==> src/rtl/weight_loader.sv <==
// Weight RAM write sequencer: turns an accepted weight stream into single-cycle
// write beats, filling every bank of a kernel slot before the slot address advances.
module weight_loader #(
    parameter int unsigned pWEIGHT_DATA_WIDTH = 64,
    parameter logic [31:0] pWEIGHT_BASE_ADDR  = 32'd4000_0000,
    parameter int unsigned pKERNEL_NUM        = 1024,
    parameter int unsigned pBLOCK_RAM_NUM     = 8
) (
    input  logic                          clk,
    input  logic                          rst,
    input  logic                          start,
    input  logic [$clog2(pKERNEL_NUM):0]  kernel_cnt,
    input  logic                          s_valid,
    input  logic [pWEIGHT_DATA_WIDTH-1:0] s_data,
    output logic                          s_ready,
    output logic                          wr_en,
    output logic [31:0]                   weight_addr,
    output logic [pWEIGHT_DATA_WIDTH-1:0] weight_data,
    output logic                          busy,
    output logic                          done,
    output logic                          err
);

    localparam int unsigned K_W = $clog2(pKERNEL_NUM) + 1;
    localparam int unsigned B_W = (pBLOCK_RAM_NUM > 1) ? $clog2(pBLOCK_RAM_NUM) : 1;
    localparam logic [K_W-1:0] K_MAX  = K_W'(pKERNEL_NUM);
    localparam logic [B_W-1:0] B_LAST = B_W'(pBLOCK_RAM_NUM - 1);

    typedef enum logic [1:0] {
        IDLE,
        LOAD,
        DONE
    } state_t;

    state_t                        state_q, state_d;
    logic [K_W-1:0]                k_q, k_d;
    logic [B_W-1:0]                b_q, b_d;
    logic [K_W-1:0]                cnt_q, cnt_d;
    logic                          wr_en_d, done_d, err_d, busy_d, s_ready_d;
    logic [31:0]                   addr_d;
    logic [pWEIGHT_DATA_WIDTH-1:0] data_d;
    logic                          accept;
    logic                          last_beat;

    assign accept    = s_valid && s_ready;
    assign last_beat = (b_q == B_LAST) && (k_q == cnt_q - K_W'(1));

    // State and registered outputs
    always_ff @(posedge clk) begin
        if (rst) begin
            state_q     <= IDLE;
            k_q         <= '0;
            b_q         <= '0;
            cnt_q       <= '0;
            s_ready     <= 1'b0;
            wr_en       <= 1'b0;
            weight_addr <= '0;
            weight_data <= '0;
            busy        <= 1'b0;
            done        <= 1'b0;
            err         <= 1'b0;
        end else begin
            state_q     <= state_d;
            k_q         <= k_d;
            b_q         <= b_d;
            cnt_q       <= cnt_d;
            s_ready     <= s_ready_d;
            wr_en       <= wr_en_d;
            weight_addr <= addr_d;
            weight_data <= data_d;
            busy        <= busy_d;
            done        <= done_d;
            err         <= err_d;
        end
    end

    // Next state, counters and next output values
    always_comb begin
        state_d = state_q;
        k_d     = k_q;
        b_d     = b_q;
        cnt_d   = cnt_q;
        wr_en_d = 1'b0;
        done_d  = 1'b0;
        err_d   = 1'b0;
        addr_d  = weight_addr;
        data_d  = weight_data;

        case (state_q)
            IDLE: begin
                if (start) begin
                    if (kernel_cnt != '0 && kernel_cnt <= K_MAX) begin
                        cnt_d   = kernel_cnt;
                        k_d     = '0;
                        b_d     = '0;
                        state_d = LOAD;
                    end else begin
                        err_d = 1'b1;
                    end
                end
            end
            LOAD: begin
                if (accept) begin
                    wr_en_d = 1'b1;
                    addr_d  = pWEIGHT_BASE_ADDR + 32'(k_q);
                    data_d  = s_data;
                    if (b_q == B_LAST) begin
                        b_d = '0;
                        k_d = k_q + K_W'(1);
                    end else begin
                        b_d = b_q + B_W'(1);
                    end
                    if (last_beat) begin
                        done_d  = 1'b1;
                        state_d = DONE;
                    end
                end
            end
            DONE:    state_d = IDLE;
            default: state_d = IDLE;
        endcase

        busy_d    = (state_d != IDLE);
        s_ready_d = (state_d == LOAD);
    end

endmodule

==> config.mk <==
export PLATFORM = sky130hd
export DESIGN_NAME = weight_loader
export DESIGN_NICKNAME = d
export VERILOG_FILES = /design/src/rtl/weight_loader.sv
export SDC_FILE = /design/constraint.sdc
export NUM_CORES = 1
export LEC_CHECK = 0
export BUFFER_PORTS_ARGS = -buffer_cell sky130_fd_sc_hd__buf_2
export CAP_MARGIN = 0
export CORE_MARGIN = 1
export CORE_UTILIZATION = 54
export CTS_BUF_LIST = sky130_fd_sc_hd__clkbuf_2 sky130_fd_sc_hd__clkbuf_4 sky130_fd_sc_hd__clkbuf_8
export CTS_CLUSTER_DIAMETER = 50
export DETAILED_ROUTE_END_ITERATION = 12
export PLACE_DENSITY = 0.87
export REMOVE_ABC_BUFFERS = 1
export SYNTH_ARGS = -nofsm -noshare
export SYNTH_HDL_FRONTEND = slang
export SYNTH_SLANG_ARGS = --single-unit
==> constraint.sdc <==
create_clock -name clk -period 5.65 [get_ports clk]
set_input_delay 0.565 -clock clk [delete_from_list [all_inputs] [get_ports clk]]
set_output_delay 0.565 -clock clk [all_outputs]
set_load 0.05 [all_outputs]
==> results of run 1 <==
[where the power goes]
group	leakage, nW	total [W]	internal, W	switching [W]
registers	0.888	0.000793	0.000785	0.00000827
clock network	0.0905	0.000441	0.000176	0.000266
logic	1.39	0.000149	0.0000482	0.000101
[worst min-delay path: cells and delay by family]
kind,cells,cell delay (ps)
buffers and inverters,1,100
AOI/OAI and AO/OA,1,50
and+or+nand+nor,1,40
[per-layer routing]
layer  track usage, %  wire length (µm)
met3             4.27               623
met5                0                 0
met2             39.0              4880
met4             6.69                92
met1             25.1              4370
[how the worst max path moves through the flow]
stage	startpoint	to	slack (ps)	cells past startpoint
floorplan	s_ready	k_q[4]	1300	6
global placement	kernel_cnt[6]	cnt_q[6]	2860	7
detailed placement	kernel_cnt[6]	cnt_q[6]	2770	7
CTS	kernel_cnt[6]	cnt_q[6]	3170	7
global route	kernel_cnt[6]	cnt_q[9]	3040	7
finish	kernel_cnt[6]	cnt_q[6]	3160	7
[cell usage after synthesis (6+ instances only)]
master | instances | area [µm²]
a21oi_1 | 84 | 420
buf_4 | 18 | 135
clkbuf_1 | 33 | 124
dfxtp_1 | 110 | 2200
mux2i_1 | 8 | 80.1
nand2_1 | 161 | 604
nand3_1 | 6 | 30.0
nor2_1 | 29 | 109
nor3_2 | 10 | 100
xnor2_1 | 11 | 96.3
xor2_1 | 9 | 78.8
[flip-flops by register name (all words and copies together) (netlist names)]
register,flops
weight_data,64
weight_addr,14
cnt_q,11
k_q,11
b_q,3
state_q,2
busy,1
done,1
err,1
s_ready,1
wr_en,1
[area by class of cell]
cell class              count  share of cell area [%]
clock buffers              10                    2.49
clock inverters             5                   0.815
inverters                   5                   0.340
multi-input cells         396                    38.6
flip-flops and latches    110                    39.9
well taps                 105                    2.38
repair buffers            169                    15.5
[kinds of logic after synthesis]
logic type,synth area share [%]
xor+xnor,4.50
mux,1.73
flops,47.7
fa+ha+maj,1.35
buf+inv,7.29
simple gates,23.9
other cells,0.0812
compound gates,13.5
[metrics by stage]
step | setup WS, ps | cells | total power (W)
floorplan | 1300 | 511 | 0.000903
global placement | 2860 | 785 | 0.000957
detailed placement | 2770 | 785 | 0.000960
CTS | 3170 | 800 | 0.00140
global route | 3040 | 800 | 0.00145
finish | 3160 | 800 | 0.00138
==> summary.md, run 1 <==
| Metric | Value |
|---|---|
| Mean Syn Cell Area | `8.32 µm²` |
| Post-CTS setup buffers | `0` |
| Die height | `94.5 µm` |
| VDD IR max | `160 µV` |
| Cell depth of the worst flop-to-flop path | `6` |
| Placed Area | `0.00534 mm²` |
| CTS max path bufs | `2` |
| DRC | `0` |
| Asr flop ratio synth | `0%` |
| Pwr/cell area | `251 mW/mm²` |
| Core Footprint | `0.00826 mm²` |
| Initial DRC Count | `124` |
| Post-synthesis cell area | `0.00462 mm²` |
| Later-pin clock latency in the skew report | `350 ps` |
| Final #Nets | `775` |
| Area delta synth->final | `19.6%` |
| Endpoint, Worst Hold | `weight_data[58]` |
| Register area share after synthesis | `47.7%` |
| Hold buffer count at cts | `0` |
| Die ar. | `0.00893 mm²` |
| Synthesized flop and latch total | `110` |
| Worst path arrival time | `2700 ps` |
| Max Fclk | `401 MHz` |
| Max-cap viol count | `0` |
| HP Class | `input port to register` |
| Fin crit share | `44.1%` |
| Hold path cells | `3` |
| Antenna Cells | `0` |
| R2R Setup Slk | `3400 ps` |
| Final instance area | `0.00552 mm²` |
| Rel. slew slack | `26.9%` |
| Setup TNS | `0 ps` |
| Root Driver | `clkbuf_8` |
| Post-synth cell types | `49` |
| Clock slew at reported path FFs | `110 ps` |
| Most common cell after layout, fill and taps aside | `buf_2` |
| # port buffers | `166` |
| CTS HTree Levels | `3` |
| Post-synth EDFFs | `0` |
| Reg2Reg Launch Point | `state_q[0]` |
| Worst EP required | `5860 ps` |
| Chip width | `94.5 µm` |
| Critical Path Max Stage Delay | `570 ps` |
| Final Skew | `13.5 ps` |
| Post-Route WL | `9960 µm` |
| R2r endpoint | `cnt_q[6]` |
| Share of layout cells above drive strength 1 | `30.4%` |
| Core Util, Final | `66.9%` |
| Pleak | `2.37 nW` |
| CP Capture Type | `register` |
| Slew @ Worst Pin | `1100 ps` |
| Vias | `4,132` |
| Post-cts resize count | `0` |
| HP Start | `s_data[58]` |
| Routed Antenna Nets | `0` |
| Hold WS | `431 ps` |
| Final hold vios | `0` |
| Starting Density | `55.9%` |
| Initial antenna violation count | `0` |
| Startpoint types | `input port` |
| Synth Flop Type | `dfxtp_1` |
| RSZ-0062 raised after global routing | `no` |
| Synthesis warning total | `0` |
| Post-Syn Instances | `555` |
| Final min period | `2490 ps` |
| CTS tree | `yes` |
| GPL Wtd Cong | `0.884` |
| Vias per cell | `5.17` |
| Gr ovfl total | `0` |
| Crit Path Class | `input port to register` |
| CTS Buf Count | `9` |
| First-pass GRT wire length | `15,300 µm` |
| Slew Limit Fails | `0` |
| Commonest cells after routing, fill and taps aside | `buf_2 (165), nand2_1 (161), dfxtp_1 (110)` |
| Critical path fanouts, max | `15` |
| Detailed Routing Iterations Pass 1 | `5` |
| Final Setup Violations | `0` |
| Fill count | `695` |
| Crit path max-delay family | `simple AND/OR/NAND/NOR gates` |
| Largest net degree at the start of global routing | `107` |
| CP cell instances | `buf_2 > or4_4 > o31ai_4 > and3_1 > buf_4 > mux2i_1 > nor2_1` |
| Clock sinks | `110` |
| Overall Global Routing Usage | `21.4%` |
| Routed wire length per instance | `12.5 µm` |
| Vias in the first global route | `3,457` |
| Worst path slowest cell | `or4_4` |
| Storage cell area | `0.00220 mm²` |
| Row cnt | `33` |
| Detailed placement HPWL | `6900 µm` |
| WP buf/inv | `2` |
| Io pins | `180` |
| Multi-input logic area | `0.00213 mm²` |
| Status | `completed` |
(Power assumes the default switching activity.)
==> inputs of run 2 (changes only) <==
- CORE_UTILIZATION: 54 -> 46
- PLACE_DENSITY: 0.87 -> 0.79
- clock period: 5.65 -> 2 ns (I/O delays scaled with it)
==> summary.md, run 2 (synthesis results as in run 1) <==
| Metric | Value |
|---|---|
| Status | `completed` |
| RSZ-0062 raised after global routing | `no` |
| Post-Route WL | `10,900 µm (+9.8%)` |
| Power share of the combinational group | `11.6% (+0.8 points)` |
| Starting Density | `47.3% (-8.7 points)` |
| DRC | `0 (unchanged)` |
| Vias | `4,212 (+1.9%)` |
| CTS max path bufs | `2 (unchanged)` |
| Final min period | `1900 ps` |
| Row cnt | `36 (+9.1%)` |
| Largest net degree at the start of global routing | `80 (-25%)` |
| Max-cap viol count | `0 (unchanged)` |
| DP Cell Count | `830 (+5.7%)` |
| Rel. slew slack | `62.0% (+35 points)` |
| Startpoint types | `input port` |
| Final instance area | `0.00579 mm² (+4.8%)` |
| Placed Area | `0.00555 mm² (+4.0%)` |
| Critical Path Max Stage Delay | `570 ps (about the same)` |
| Crit Path Class | `input port to register` |
| First-pass GRT wire length | `16,400 µm (+6.9%)` |
| Worst setup slack after layout | `104 ps (-3060 ps)` |
| WP buf/inv | `2 (unchanged)` |
| Slew @ Worst Pin | `570 ps (-526 ps)` |
| Area delta synth->final | `25.4%` |
| Routed Antenna Nets | `0 (unchanged)` |
| Later-pin clock latency in the skew report | `360 ps (about the same)` |
| CTS HTree Levels | `3 (unchanged)` |
| Largest register FFs | `64 (unchanged)` |
| Crit path max-delay family | `simple AND/OR/NAND/NOR gates` |
| CTS Buf Count | `9 (unchanged)` |
| Final #Nets | `792 (+2.2%)` |
| Gr ovfl total | `0 (unchanged)` |
| Die ar. | `0.0104 mm² (+17%)` |
| Share of layout cells above drive strength 1 | `32.8% (+2.5 points)` |
| Chip width | `102 µm (+8.2%)` |
| Antenna Cells | `0 (unchanged)` |
| Io pins | `180 (unchanged)` |
| Vias per cell | `4.98 (-3.6%)` |
| Hold WS | `58.6 ps (-372 ps)` |
| CP Capture Type | `register` |
| Vias in the first global route | `3,649 (+5.6%)` |
| GPL Wtd Cong | `0.855 (-3.3%)` |
| Largest regs | `weight_data (64), weight_addr (14)` |
| Fin crit share | `94.8%` |
| Root Driver | `clkbuf_8` |
| Net switching power | `0.00105 W (+180%)` |
| Multi-input logic area | `0.00215 mm² (+1.0%)` |
| Worst EP required | `2260 ps (-3600 ps)` |
| Die height | `102 µm (+8.2%)` |
| CTS tree | `yes` |
| Non-filler cells, final | `846 (+5.8%)` |
| Pleak | `2.49 nW (+5.1%)` |
| # port buffers | `166 (unchanged)` |
| Clock sinks | `110 (unchanged)` |
| Final Setup Violations | `0 (unchanged)` |
| Initial DRC Count | `246 (+98%)` |
| Initial antenna violation count | `0 (unchanged)` |
| Overall Global Routing Usage | `19.9% (-1.6 points)` |
| Final Skew | `10.5 ps (-2.98 ps)` |
| Critical path fanouts, max | `9 (-6)` |
| Worst path arrival time | `2150 ps (-550 ps)` |
| Core Util, Final | `59.2% (-7.7 points)` |
| Worst path slowest cell | `or4_4` |
| Most numerous cell on the critical path | `or4_4` |
| Register with the most flip-flops | `weight_data` |
| Clock slew at reported path FFs | `110 ps (about the same)` |
| Final hold vios | `0 (unchanged)` |
| Post-CTS setup buffers | `0 (unchanged)` |
| Routed wire length per instance | `12.9 µm (+3.8%)` |
| Core Footprint | `0.00977 mm² (+18%)` |
| Fill count | `884 (+27%)` |
| Pwr/cell area | `706 mW/mm² (+180%)` |
| Cell Int Power | `0.00304 W (+200%)` |
| Reg power frac | `54.8% (-2.5 points)` |
| Slew Limit Fails | `0 (unchanged)` |
| VDD IR max | `346 µV (+120%)` |
| Most common cell after layout, fill and taps aside | `buf_2` |
| Switching Fraction | `25.7% (-1.4 points)` |
| Detailed Routing Iterations Pass 1 | `5 (unchanged)` |
| Commonest cells after routing, fill and taps aside | `buf_2 (165), nand2_1 (161), dfxtp_1 (110)` |
| Detailed placement HPWL | `7830 µm (+14%)` |
| Storage cell area | `0.00220 mm² (unchanged)` |
| Max Fclk | `527 MHz` |
| Place WS | `-290 ps (-3060 ps)` |
| Clock power share | `33.6% (+1.7 points)` |
| HP Class | `input port to register` |
| CP cell instances | `buf_2 > or4_4 > or4_4 > and3_1 > buf_12 > o21a_1 > a21boi_1` |
## run 2: metrics by stage
step,power (W),TNS (ps)
6_report,0.00409,0
5_1_grt,0.00427,0
4_1_cts,0.00414,0
3_5_place_dp,0.00276,-5730
3_3_place_gp,0.00274,-4230
2_1_floorplan,0.00255,-160310
## run 2: worst min-delay path: cells and delay by family
| kind | cells | cell delay [ps] |
|---|---|---|
| simple gates | 1 | 40 |
| compound gates | 1 | 50 |
| buf+inv | 1 | 100 |
## run 2: area by class of cell
class                           instances  area share [%]
Clock buffer                           11            2.61
Clock inverter                          5           0.972
Inverter                                5           0.324
Multi-Input combinational cell        396            37.2
Sequential cell                       110            38.0
Tap cell                              133            2.87
Timing Repair Buffer                  186            18.0
## run 2: per-layer routing
layer	routed length (µm)	GRT usage, %	up-vias
li1	-	-	2113
met1	4590	23.2	1935
met2	5540	36.0	156
met3	721	4.31	8
met4	89	6.26	0
met5	0	0	-
## run 2: path summary, 6_finish.rpt
| path | from | endpoint | depth (start not counted) | slack (ps) |
|---|---|---|---|---|
| max reg2reg | state_q[0] | k_q[10] | 7 | 110 |
| min | s_data[7] | weight_data[7] | 3 | 60 |
| min reg2reg | weight_data[47] | weight_data[47] | 2 | 460 |
| max | kernel_cnt[6] | s_ready | 7 | 100 |
## run 2: timing repair
item / CTS / global route
setup endpoints to repair: 4 / 42
resized for setup: 1 / 6
hold buffers: 0 / 0
gates cloned: 0 / 0
pin swaps: 0 / 0
## run 2: power groups by stage
| stage | Sequential, W | Combinational, W | Clock, W |
|---|---|---|---|
| 2_1_floorplan | 0.00235 | 0.000201 | 0 |
| 3_3_place_gp | 0.00229 | 0.000453 | 0 |
| 3_5_place_dp | 0.00229 | 0.000468 | 0 |
| 4_1_cts | 0.00224 | 0.000470 | 0.00143 |
| 5_1_grt | 0.00224 | 0.000512 | 0.00152 |
| 6_report | 0.00224 | 0.000474 | 0.00137 |
